<file path="config.mk">
export PLATFORM = sky130hd
export DESIGN_NAME = onehot_rr_arbiter
export DESIGN_NICKNAME = d
export VERILOG_FILES = /design/src/rtl/enc_pkg.sv /design/src/rtl/rr_pick.sv /design/src/rtl/onehot_rr_arbiter.sv
export SDC_FILE = /design/constraint.sdc
export NUM_CORES = 1
export LEC_CHECK = 0
export CORE_UTILIZATION = 48
export CTS_CLUSTER_DIAMETER = 40
export DETAILED_ROUTE_END_ITERATION = 16
export PLACE_DENSITY_LB_ADDON = 0.15
export SLEW_MARGIN = 20
export SYNTH_ARGS = -nofsm -noshare
export SYNTH_HDL_FRONTEND = slang
export SYNTH_SLANG_ARGS = --single-unit
</file>
<file path="constraint.sdc">
create_clock -name clk -period 3.4 [get_ports clk]
set_input_delay 0.51 -clock clk [delete_from_list [all_inputs] [get_ports clk]]
set_output_delay 0.51 -clock clk [all_outputs]
set_load 0.1 [all_outputs]
</file>
<file path="src/rtl/enc_pkg.sv">
// Shared types for the round-robin arbiter and the downstream 8-to-3 encoder.
package enc_pkg;

    localparam int unsigned ENC_N = 8;
    localparam int unsigned ENC_W = 3;

    typedef logic [ENC_N-1:0] onehot_t;
    typedef logic [ENC_W-1:0] code_t;

    typedef enum logic {
        IDLE  = 1'b0,
        GRANT = 1'b1
    } arb_state_t;

endpackage

</file>
<file path="src/rtl/rr_pick.sv">
// Combinational rotating-priority pick: first set request at or above ptr, wrapping.
module rr_pick
    import enc_pkg::*;
(
    input  logic    [ENC_N-1:0] req,
    input  code_t               ptr,
    output onehot_t             pick,
    output code_t               idx,
    output logic                any
);

    localparam int unsigned DW = 2 * ENC_N;

    onehot_t         mask;
    logic [DW-1:0]   dbl;
    logic            found;

    // Upper copy is unmasked, so a miss in the masked lower half wraps to bit 0.
    always_comb begin
        mask  = ~((onehot_t'(1) << ptr) - onehot_t'(1));
        dbl   = {req, req & mask};
        idx   = '0;
        found = 1'b0;
        for (int i = 0; i < int'(DW); i++) begin
            if (!found && dbl[i]) begin
                found = 1'b1;
                idx   = ENC_W'(i);
            end
        end
        any  = |req;
        pick = any ? (onehot_t'(1) << idx) : '0;
    end

endmodule

</file>
<file path="src/rtl/onehot_rr_arbiter.sv">
// Round-robin arbiter with registered one-hot grant and valid/ready hold.
// Optional ONEHOT_ARB_LOCK_EN adds a lock input for multi-beat ownership.
module onehot_rr_arbiter
    import enc_pkg::*;
#(
    parameter int unsigned N = 8
) (
    input  logic         clk,
    input  logic         rst,
    input  logic [N-1:0] req,
    output logic [N-1:0] grant,
    output logic         grant_valid,
`ifdef ONEHOT_ARB_LOCK_EN
    input  logic         lock,
`endif
    input  logic         grant_ready
);

    arb_state_t state;
    code_t      ptr;
    code_t      cur_idx;
    code_t      search_ptr_c;
    onehot_t    pick_c;
    code_t      pick_idx_c;
    logic       pick_any_c;
    logic       hold_c;

    // After a handshake the search starts one past the index just served.
    assign search_ptr_c = (state == GRANT) ? (cur_idx + 3'd1) : ptr;

`ifdef ONEHOT_ARB_LOCK_EN
    assign hold_c = lock && req[cur_idx];
`else
    assign hold_c = 1'b0;
`endif

    rr_pick u_pick (
        .req (req),
        .ptr (search_ptr_c),
        .pick(pick_c),
        .idx (pick_idx_c),
        .any (pick_any_c)
    );

    always_ff @(posedge clk) begin
        if (rst) begin
            state       <= IDLE;
            grant       <= '0;
            grant_valid <= 1'b0;
            ptr         <= '0;
            cur_idx     <= '0;
        end else begin
            case (state)
                IDLE: begin
                    if (pick_any_c) begin
                        grant       <= pick_c;
                        cur_idx     <= pick_idx_c;
                        grant_valid <= 1'b1;
                        state       <= GRANT;
                    end
                end
                GRANT: begin
                    // Locked holder keeps the grant and the pointer stays put.
                    if (grant_ready && !hold_c) begin
                        ptr <= cur_idx + 3'd1;
                        if (pick_any_c) begin
                            grant   <= pick_c;
                            cur_idx <= pick_idx_c;
                        end else begin
                            grant       <= '0;
                            grant_valid <= 1'b0;
                            state       <= IDLE;
                        end
                    end
                end
                default: begin
                    state       <= IDLE;
                    grant       <= '0;
                    grant_valid <= 1'b0;
                end
            endcase
        end
    end

endmodule

</file>
* Word-level counts from Yosys, hierarchy flattened
Cells that the tools add are included.
** Storage, ports and cells
- Register bits :: 16
- Input bits :: 11
- Output and inout port bits :: 9
- Word-level logic and storage cells :: 94
** Cells by class
- Add/sub/neg operators :: 2
- Eq/ne operators :: 3
- Shifts and indexed selects :: 2
- Mux-type cells :: 45
- Bitwise gates (word level) :: 3
- Reduce and logical (&&, ||, !) cells :: 34
** Operators by type and width (count)
- 3-bit two-way mux :: 15
- 8-bit two-way mux :: 3
- 1-bit two-way mux :: 21
- 8-bit case mux with 2 select lines :: 1
- 1-bit by 3-bit left shift with 8-bit output, first input constant :: 2
- 1-bit logical AND :: 15
- 1-bit logical NOT :: 15
- 8-bit AND :: 1
- 8-bit inverter :: 1
- 8-bit OR reduction :: 1
- 8-bit by 1-bit subtractor with 8-bit output, second input constant :: 1
- 2-bit != test, second input constant :: 3
- 3-bit case mux with 2 select lines :: 1
- 2-bit two-way mux :: 2
- 1-bit case mux with 2 select lines :: 2
- 2-bit AND reduction :: 2
- 3-bit by 1-bit adder with 3-bit output, second input constant :: 1
- 3-bit AND reduction :: 1
- 1-bit inverter :: 1

* Depth between registers and ports, before layout
Gate-level depths: netlist (run 1).
- Depth after elaboration :: 56
- Mapped depth :: 11

* Cells and area by module
A second synthesis (run 1) with hierarchy kept.
** Second synthesis, totals
- Cell total of the unflattened synthesis :: 139
- Area total of the unflattened synthesis :: 1122.3 um^2
** Modules (own cells, without submodules)
- onehot_rr_arbiter :: instances 1, cells an instance 70, area each 675.6 um^2
- rr_pick :: instances 1, cells an instance 69, area each 446.7 um^2

* Worst setup path after synthesis (run 1)
Ideal clock, no wire load.
- Kind :: register -> register
- From :: register cur_idx[0]
- To :: register grant[1]
- Data arrival time :: 2619 ps
- Slack :: 662 ps
- Stages on the path, launching flop included :: 12
- Clock period less this slack :: 2738 ps
- Path through :: dfxtp_1 ha_1 xor2_1 o31ai_2 nand2_1 ha_1 o211ai_1 a211oi_4 nor4_1 o21a_4 or2_1 a32o_1
** On the way
- Word-level cells in the longest chain between the ends :: 56
- Elaborated cells between the ends (all ways) :: 71
** Ends and longest elaborated chain
- from (decl) :: line onehot_rr_arbiter.sv:21 : code_t cur_idx;
- from (signal assigned) :: line onehot_rr_arbiter.sv:57 : cur_idx <= pick_idx_c;
- from (signal assigned) :: line onehot_rr_arbiter.sv:68 : cur_idx <= pick_idx_c;
- 3-bit by 1-bit adder with 3-bit output (*) :: line onehot_rr_arbiter.sv:29 : assign search_ptr_c = (state == GRANT) ? (cur_idx + 3'd1) : ptr;
- 3-bit two-way mux (*) :: line onehot_rr_arbiter.sv:29
- 1-bit by 3-bit left shift with 8-bit output (*) :: line rr_pick.sv:20 : mask = ~((onehot_t'(1) << ptr) - onehot_t'(1));
- 8-bit by 1-bit subtractor with 8-bit output (*) :: line rr_pick.sv:20
- 8-bit inverter (*) :: line rr_pick.sv:20
- 8-bit AND (*) :: line rr_pick.sv:21 : dbl = {req, req & mask};
- 1-bit two-way mux :: line rr_pick.sv:25 : if (!found && dbl[i]) begin
- 1-bit logical NOT :: line rr_pick.sv:25
- [40 not listed]
- 1-bit two-way mux :: line rr_pick.sv:25
- 1-bit logical NOT :: line rr_pick.sv:25
- 1-bit logical AND :: line rr_pick.sv:25
- 3-bit two-way mux (*) :: line rr_pick.sv:25
- 1-bit by 3-bit left shift with 8-bit output (*) :: line rr_pick.sv:31 : pick = any ? (onehot_t'(1) << idx) : '0;
- 8-bit two-way mux :: line onehot_rr_arbiter.sv:66 : if (pick_any_c) begin
- 8-bit two-way mux :: line onehot_rr_arbiter.sv:64 : if (grant_ready && !hold_c) begin
- 8-bit case mux with 2 select lines (*) :: line onehot_rr_arbiter.sv:53 : case (state)
- to (signal assigned) :: line onehot_rr_arbiter.sv:56 : grant <= pick_c;
- to (signal assigned) :: line onehot_rr_arbiter.sv:67 : grant <= pick_c;
- to (decl) :: line onehot_rr_arbiter.sv:11 : output logic [N-1:0] grant,
Mark *: on every way between the ends. The rest lies on a longest branch, timed or not. The select of a mux whose other input is x is not followed.
A chain may end at the register's enable or synchronous reset.

* Final worst setup path (run 1)
- From :: register cur_idx[0]
- To :: register grant[0]
The elaborated chain is that of the path after synthesis.

==> flow_summary_export.csv, run 1 <==
group,metric,value,unit
finish,layout.nets,186,
drt,wl,3240,um
global_routing,grt_pass1_vias,1187,
global_routing,antenna_found_initial,0,
global_routing,overflow,0,
drt,viasPerCell,6.29,
timing,clock_skew,10.8,ps
finish,utilization,61.9,%
critical_path,arrival,3280,ps
timing,worst_pin_slew,965,ps
timing,drv_slew,0,
synth,synth_edf_count,0,
drt,drtIter0Drc,22,
global_routing,track_usage,25.3,%
timing,final_hold_viol_count,0,
synth,ys.flop_type,"dfxtp_1",
timing,worst_hold_slack,463,ps
power,leakage,0.529,nW
timing,rsz0062_at_grt,"false",
place,port_buffers,19,
critical_path,start_kind,"flip-flop",
place,dp_hpwl,2620,um
job,cap_violations,0,
clock_network,htree_levels,1,
timing,relSlewSlack,35.5,%
finish,final_common_cell,"clkdlybuf4s50_1",
clock_network,cts_setup_buffers,0,
clock_network,clk_pin_slew,100,ps
synth,synthesis.area,0.00130,mm2
synth,async_reset_ff_share,0,%
power,ir_drop,0.423,mV
timing,tns,0,ps
synth,synth_seq_area_share,24.7,%
finish,most-common-layout-cells,"clkdlybuf4s50_1 (19), dfxtp_1 (16), nand2_1 (15)",
global_routing,grt_pass1_wl,5200,um
clock_network,cts.path.max_buffers,2,
clock_network,cts_root_buffer,"clkbuf_4",
timing,min_period,3030,ps
run_status,status,"finished, final reports clean",
clock_network,cts_made_buffers,3,
timing,fmaxAchievable,330,MHz
finish,drive_gt1_share,17.4,%
clock_network,insertion_delay,300,ps
floorplan,die_w,54.0,um
finish,design_area,0.00156,mm2
critical_path,end_kind,"flip-flop",
synth,yosys.cell_types.count,57,
synth,netlist.area_leader.share,24.7,%
timing,fin_crit_sh,89.2,%
floorplan,coreArea,0.00252,mm2
synth,syn_area_per_cell,8.66,um2
drt,ant_nets,0,
drt,dr.pass1.iters,4,
drt,drt_drc_violations_left,0,
synth,synth.area.top_cells,"dfxtp_1 (25%), a211oi_4 (4.6%), a21oi_1 (4.6%)",
clock_network,clock-sinks,16,
floorplan,die_h,54.0,um
synth,yosys_warnings,0,
clock_network,cts_resized,0,
drt,vias,1270,
timing,setup_viol,0,
place,place_area,0.00153,mm2
drt,wire_per_inst,16.0,um
critical_path,worstPathMaxFanout,7,
floorplan,rows,18,
synth,syn_nets,163,
worst_hold_path,hold_path_class,"reg -> reg",
synth,syn-instance-count,150,
floorplan,initial_core_util,51.5,%
synth,synth_largest_area_cell,"dfxtp_1",
clock_network,ctsHoldBuffers,0,
power,power_density,435,mW/mm2
finish,antenna_cells,0,
place,gp_congestion,0.871,
critical_path,critPathKind,"reg -> reg",
floorplan,ioPinCount,20,
finish,area_delta_synth_final,20.2,%
floorplan,dieArea,0.00292,mm2
global_routing,grt_max_degree,15,
synth,ys_ff_latch,16,
power,power,0.678,mW
critical_path,required,3650,ps
clock_network,tritoncts,"built",
[flip-flops by register name (all words and copies together), names as in the netlist]
signal,count
state,1
grant,8
ptr,3
grant_valid,1
cur_idx,3
[logic make-up after synthesis]
| family | synth area share (%) |
|---|---|
| compound gates | 38.5 |
| xor+xnor | 3.28 |
| fa+ha+maj | 1.93 |
| buf+inv | 2.41 |
| flops | 24.7 |
| mux | 0.771 |
| simple gates | 28.4 |
[worst max-delay path, cell delays in order (launching register included)]
cell	delay, ps
dfxtp_1	450
ha_1	360
o31ai_2	420
nand2_1	110
ha_1	270
o211ai_1	190
a211oi_4	100
o41ai_4	410
nand2_2	140
a211oi_4	330
a32o_1	210
[area by class of cell]
type | instances | area, um2
clock buffers | 4 | 36.3
fillers | 245 | 961
inverters | 4 | 15.0
multi-input cells | 127 | 947
flip-flops and latches | 16 | 320
well taps | 30 | 37.5
repair buffers | 21 | 205
[where the power goes]
group | switching [mW] | internal (mW)
clock | 0.0633 | 0.0654
combinational | 0.213 | 0.115
sequential | 0.0166 | 0.205
total | 0.293 | 0.385
[metal layers]
| metal | global-route usage, % | up-vias | wire, um |
|---|---|---|---|
| met5 | 0 | - | 0 |
| met1 | 30.8 | 597 | 1520 |
| li1 | - | 628 | - |
| met4 | 14.1 | 0 | 118 |
| met3 | 3.67 | 11 | 114 |
| met2 | 42.2 | 34 | 1490 |
[Yosys cell counts, types with 2 or more instances]
cell       n
o21ai_1    2
nor2_1    13
nor2b_1    4
or2_1      2
a31o_2     2
a211oi_4   3
a32o_1     4
xor2_1     2
and2_1     3
nor4_1     5
a21oi_1   12
o32ai_2    2
a21o_1     2
nand3_1    5
ha_1       2
nand2_1   15
o21ai_0    3
a22o_1     2
inv_1      3
a31oi_1    3
o211ai_1   4
nand2b_1   5
dfxtp_1   16
nor3b_1    3
[per-stage QoR]
stage / setup WS, ps / std cells
after global placement: 458 / 198
after floorplan: 662 / 150
after global routing: 150 / 202
after CTS: 379 / 202
final: 366 / 202
after detailed placement: 402 / 198
[worst paths after layout]
path                                              start               endpoint  slack [ps]  cells past startpoint
worst min register to register    grant[4]$_SDFFE_PP0P_  grant[4]$_SDFFE_PP0P_         460                      2
worst min-delay path              grant[4]$_SDFFE_PP0P_  grant[4]$_SDFFE_PP0P_         460                      2
worst max register to register  cur_idx[0]$_SDFFE_PP0P_  grant[0]$_SDFFE_PP0P_         370                     10
worst max-delay path            cur_idx[0]$_SDFFE_PP0P_  grant[0]$_SDFFE_PP0P_         370                     10
No activity file was read; power rests on OpenSTA's default activity.
==> run 2: changes to the inputs <==
--- a/config.mk
+++ b/config.mk
@@ -5,6 +5,8 @@
 export SDC_FILE = /design/constraint.sdc
 export NUM_CORES = 1
 export LEC_CHECK = 0
+export ABC_AREA = 1
+export CORE_MARGIN = 4
 export CORE_UTILIZATION = 48
 export CTS_CLUSTER_DIAMETER = 40
 export DETAILED_ROUTE_END_ITERATION = 16
==> flow_summary_export.csv, run 2 <==
group,metric,value,unit
critical_path,worst-r2r-setup-slack,710,ps
power,p_sw,0.337,mW
place,port_buffers,19,
drt,wire_per_inst,11.9,um
global_routing,antenna_found_initial,0,
critical_path,startpoint,"cur_idx[0]$_SDFFE_PP0P_",
worst_hold_path,min_path_cells,2,
synth,syn_area_per_cell,6.56,um2
global_routing,grt_pass1_wl,5040,um
synth,syn-instance-count,187,
power,power_frac_comb,52.6,%
finish,layout.nets,222,
synth,yosysMostFrequentCell,"nand2_1",
synth,synth_largest_area_cell,"dfxtp_1",
finish,reg.largest.list,"grant: 8 flops, cur_idx: 3 flops, ptr: 3 flops",
floorplan,die_h,58.6,um
clock_network,clk_pin_slew,90,ps
drt,viasPerCell,5.10,
finish,most-common-layout-cells,"nand2_1 (39), nor2_1 (28), inv_1 (23)",
timing,fmaxAchievable,372,MHz
timing,fin_crit_sh,79.0,%
clock_network,htree_levels,1,
floorplan,initial_core_util,50.0,%
timing,tns,0,ps
drt,drtIter0Drc,80,
place,dp_hpwl,2310,um
global_routing,grt_max_degree,11,
critical_path,r2r_cells,21,
clock_network,cts_made_buffers,3,
critical_path,arrival,2910,ps
synth,yosys_warnings,0,
timing,worst_pin_slew,971,ps
timing,min_period,2690,ps
timing,clock_skew,4.30,ps
floorplan,die_w,58.6,um
clock_network,cts_root_buffer,"clkbuf_4",
synth,synthTopCellsByCount,"nand2_1 (39), nor2_1 (28), inv_1 (23)",
floorplan,rows,18,
clock_network,ctsHoldBuffers,0,
drt,dr.pass1.iters,4,
power,internal_power,0.392,mW
critical_path,start_kind,"flip-flop",
finish,antenna_cells,0,
timing,rsz0062_at_grt,"false",
finish,largest-register,"grant",
worst_hold_path,holdPathEnd,"grant[2]$_SDFFE_PP0P_",
clock_network,cts_resized,0,
timing,setup_viol,0,
finish,final_common_cell,"nand2_1",
synth,synth_seq_area_share,26.1,%
power,clock_power_share,17.0,%
worst_hold_path,hold_path_class,"reg -> reg",
critical_path,end_kind,"flip-flop",
finish,layout.cells.non_filler,238,
critical_path,worstPathMaxFanout,8,
place,dpl.cell_count,234,
finish,drive_gt1_share,18.3,%
drt,ant_nets,0,
power,leakage,0.679,nW
synth,syn_nets,200,
timing,final_hold_viol_count,0,
timing,relSlewSlack,35.1,%
critical_path,rr_startpoint,"cur_idx[0]$_SDFFE_PP0P_",
clock_network,insertion_delay,280,ps
synth,synth_edf_count,0,
synth,netlist.area_leader.share,26.1,%
power,power_density,494,mW/mm2
floorplan,coreArea,0.00245,mm2
clock_network,tritoncts,"built",
synth,yosys.cell_types.count,31,
floorplan,dieArea,0.00343,mm2
synth,ys_ff_latch,16,
floorplan,ioPinCount,20,
global_routing,overflow,0,
synth,async_reset_ff_share,0,%
drt,wl,2830,um
drt,drt_drc_violations_left,0,
critical_path,critPathKind,"reg -> reg",
clock_network,clock-sinks,16,
global_routing,track_usage,18.2,%
synth,synthesis.area,0.00123,mm2
critical_path,required,3620,ps
worst_hold_path,min_from,"grant[2]$_SDFFE_PP0P_",
power,sw_frac_of_total,46.2,%
finish,area_delta_synth_final,20.3,%
power,ir_drop,0.432,mV
synth,synth.area.top_cells,"dfxtp_1 (26%), nand2_1 (12%), nor2_1 (8.6%)",
run_status,status,"finished, final reports clean",
finish,largest_reg_flops,8,
drt,vias,1214,
synth,ys.flop_type,"dfxtp_1",
power,p_seq_share,30.5,%
clock_network,cts.path.max_buffers,2,
timing,drv_slew,0,
global_routing,grt_pass1_vias,1251,
clock_network,cts_setup_buffers,0,
job,cap_violations,0,
place,gp_congestion,0.897,
critical_path,reg2reg_to,"grant[4]$_SDFFE_PP0P_",
run 2: changes by cell type after synthesis, moves of 5 or more:
cell and change:
nand2_1 +24, inv_1 +20, nor2_1 +15, nand3_1 +7, o21ai_0 +6, nand2b_1 -5
nand3_2 +5, nor4_1 -5
run 2: metrics by stage:
step                      hold WS, ps  worst slack, ps  power [mW]  utilization, %  area, um2
final                             480              714       0.729            60.1       1480
after global routing              512              348       0.780            60.1       1480
after CTS                         479              737       0.731            60.1       1480
after detailed placement          457              518       0.609            58.7       1440
after global placement            457              585       0.601            58.7       1440
after floorplan                   445             1040       0.528               -       1230
run 2: metal layers:
layer  part of all wire, %  vias to the layer above  track usage (%)
li1                      -                      646                -
met5                     0                        -                0
met3                   5.4                        3             1.75
met4                  0.67                        0             4.53
met2                    47                       29             33.7
met1                    47                      536             22.4
run 2: final cells by class:
class / count / area [um2]
Clock buffer: 4 / 36.3
Fill cell: 229 / 978
Inverter: 28 / 108
Multi-Input combinational cell: 141 / 785
Sequential cell: 16 / 320
Tap cell: 30 / 37.5
Timing Repair Buffer: 19 / 190
run 2: cells by family after synthesis:
kind of cell / after synthesis / share of synthesized area (%)
adder cells (fa/ha/maj): 2 / 2.04
flip-flops: 16 / 26.1
AO/OA/AOI/OAI: 26 / 11.9
AND/OR/NAND/NOR: 112 / 49.2
XOR/XNOR: 1 / 0.714
buffers and inverters: 30 / 9.99
run 2: how the worst max path moves through the flow:
stage                       endpoint  slack [ps]  depth (start not counted)
2_1_floorplan  grant[6]$_SDFFE_PP0P_        1040                         19
3_3_place_gp   grant[6]$_SDFFE_PP0P_         580                         11
3_5_place_dp   grant[6]$_SDFFE_PP0P_         520                         11
4_1_cts        grant[5]$_SDFFE_PP0P_         740                         17
5_1_grt        grant[5]$_SDFFE_PP0P_         350                         20
6_report       grant[4]$_SDFFE_PP0P_         710                         21
run 2: critical path: stages, from the launching register on:
cell,delay (ps)
dfxtp_1,370
ha_1,180
inv_1,40
nand2_1,70
nand3_1,140
nand2_4,140
nand3_1,80
ha_1,210
inv_1,110
xor2_1,190
inv_2,60
nand2_1,70
nand2_2,70
nand4_2,110
inv_1,90
nor2_4,100
nand3_2,100
nor2_4,150
nand2_1,70
nor2_1,130
nor2_1,50
nor2_1,70
run 2: power by group through the flow:
stage,Combinational [mW],Clock [mW],Sequential (mW)
final,0.383,0.124,0.222
after global routing,0.423,0.132,0.225
after CTS,0.384,0.126,0.222
after detailed placement,0.382,0,0.226
after global placement,0.377,0,0.225
after floorplan,0.226,0,0.302
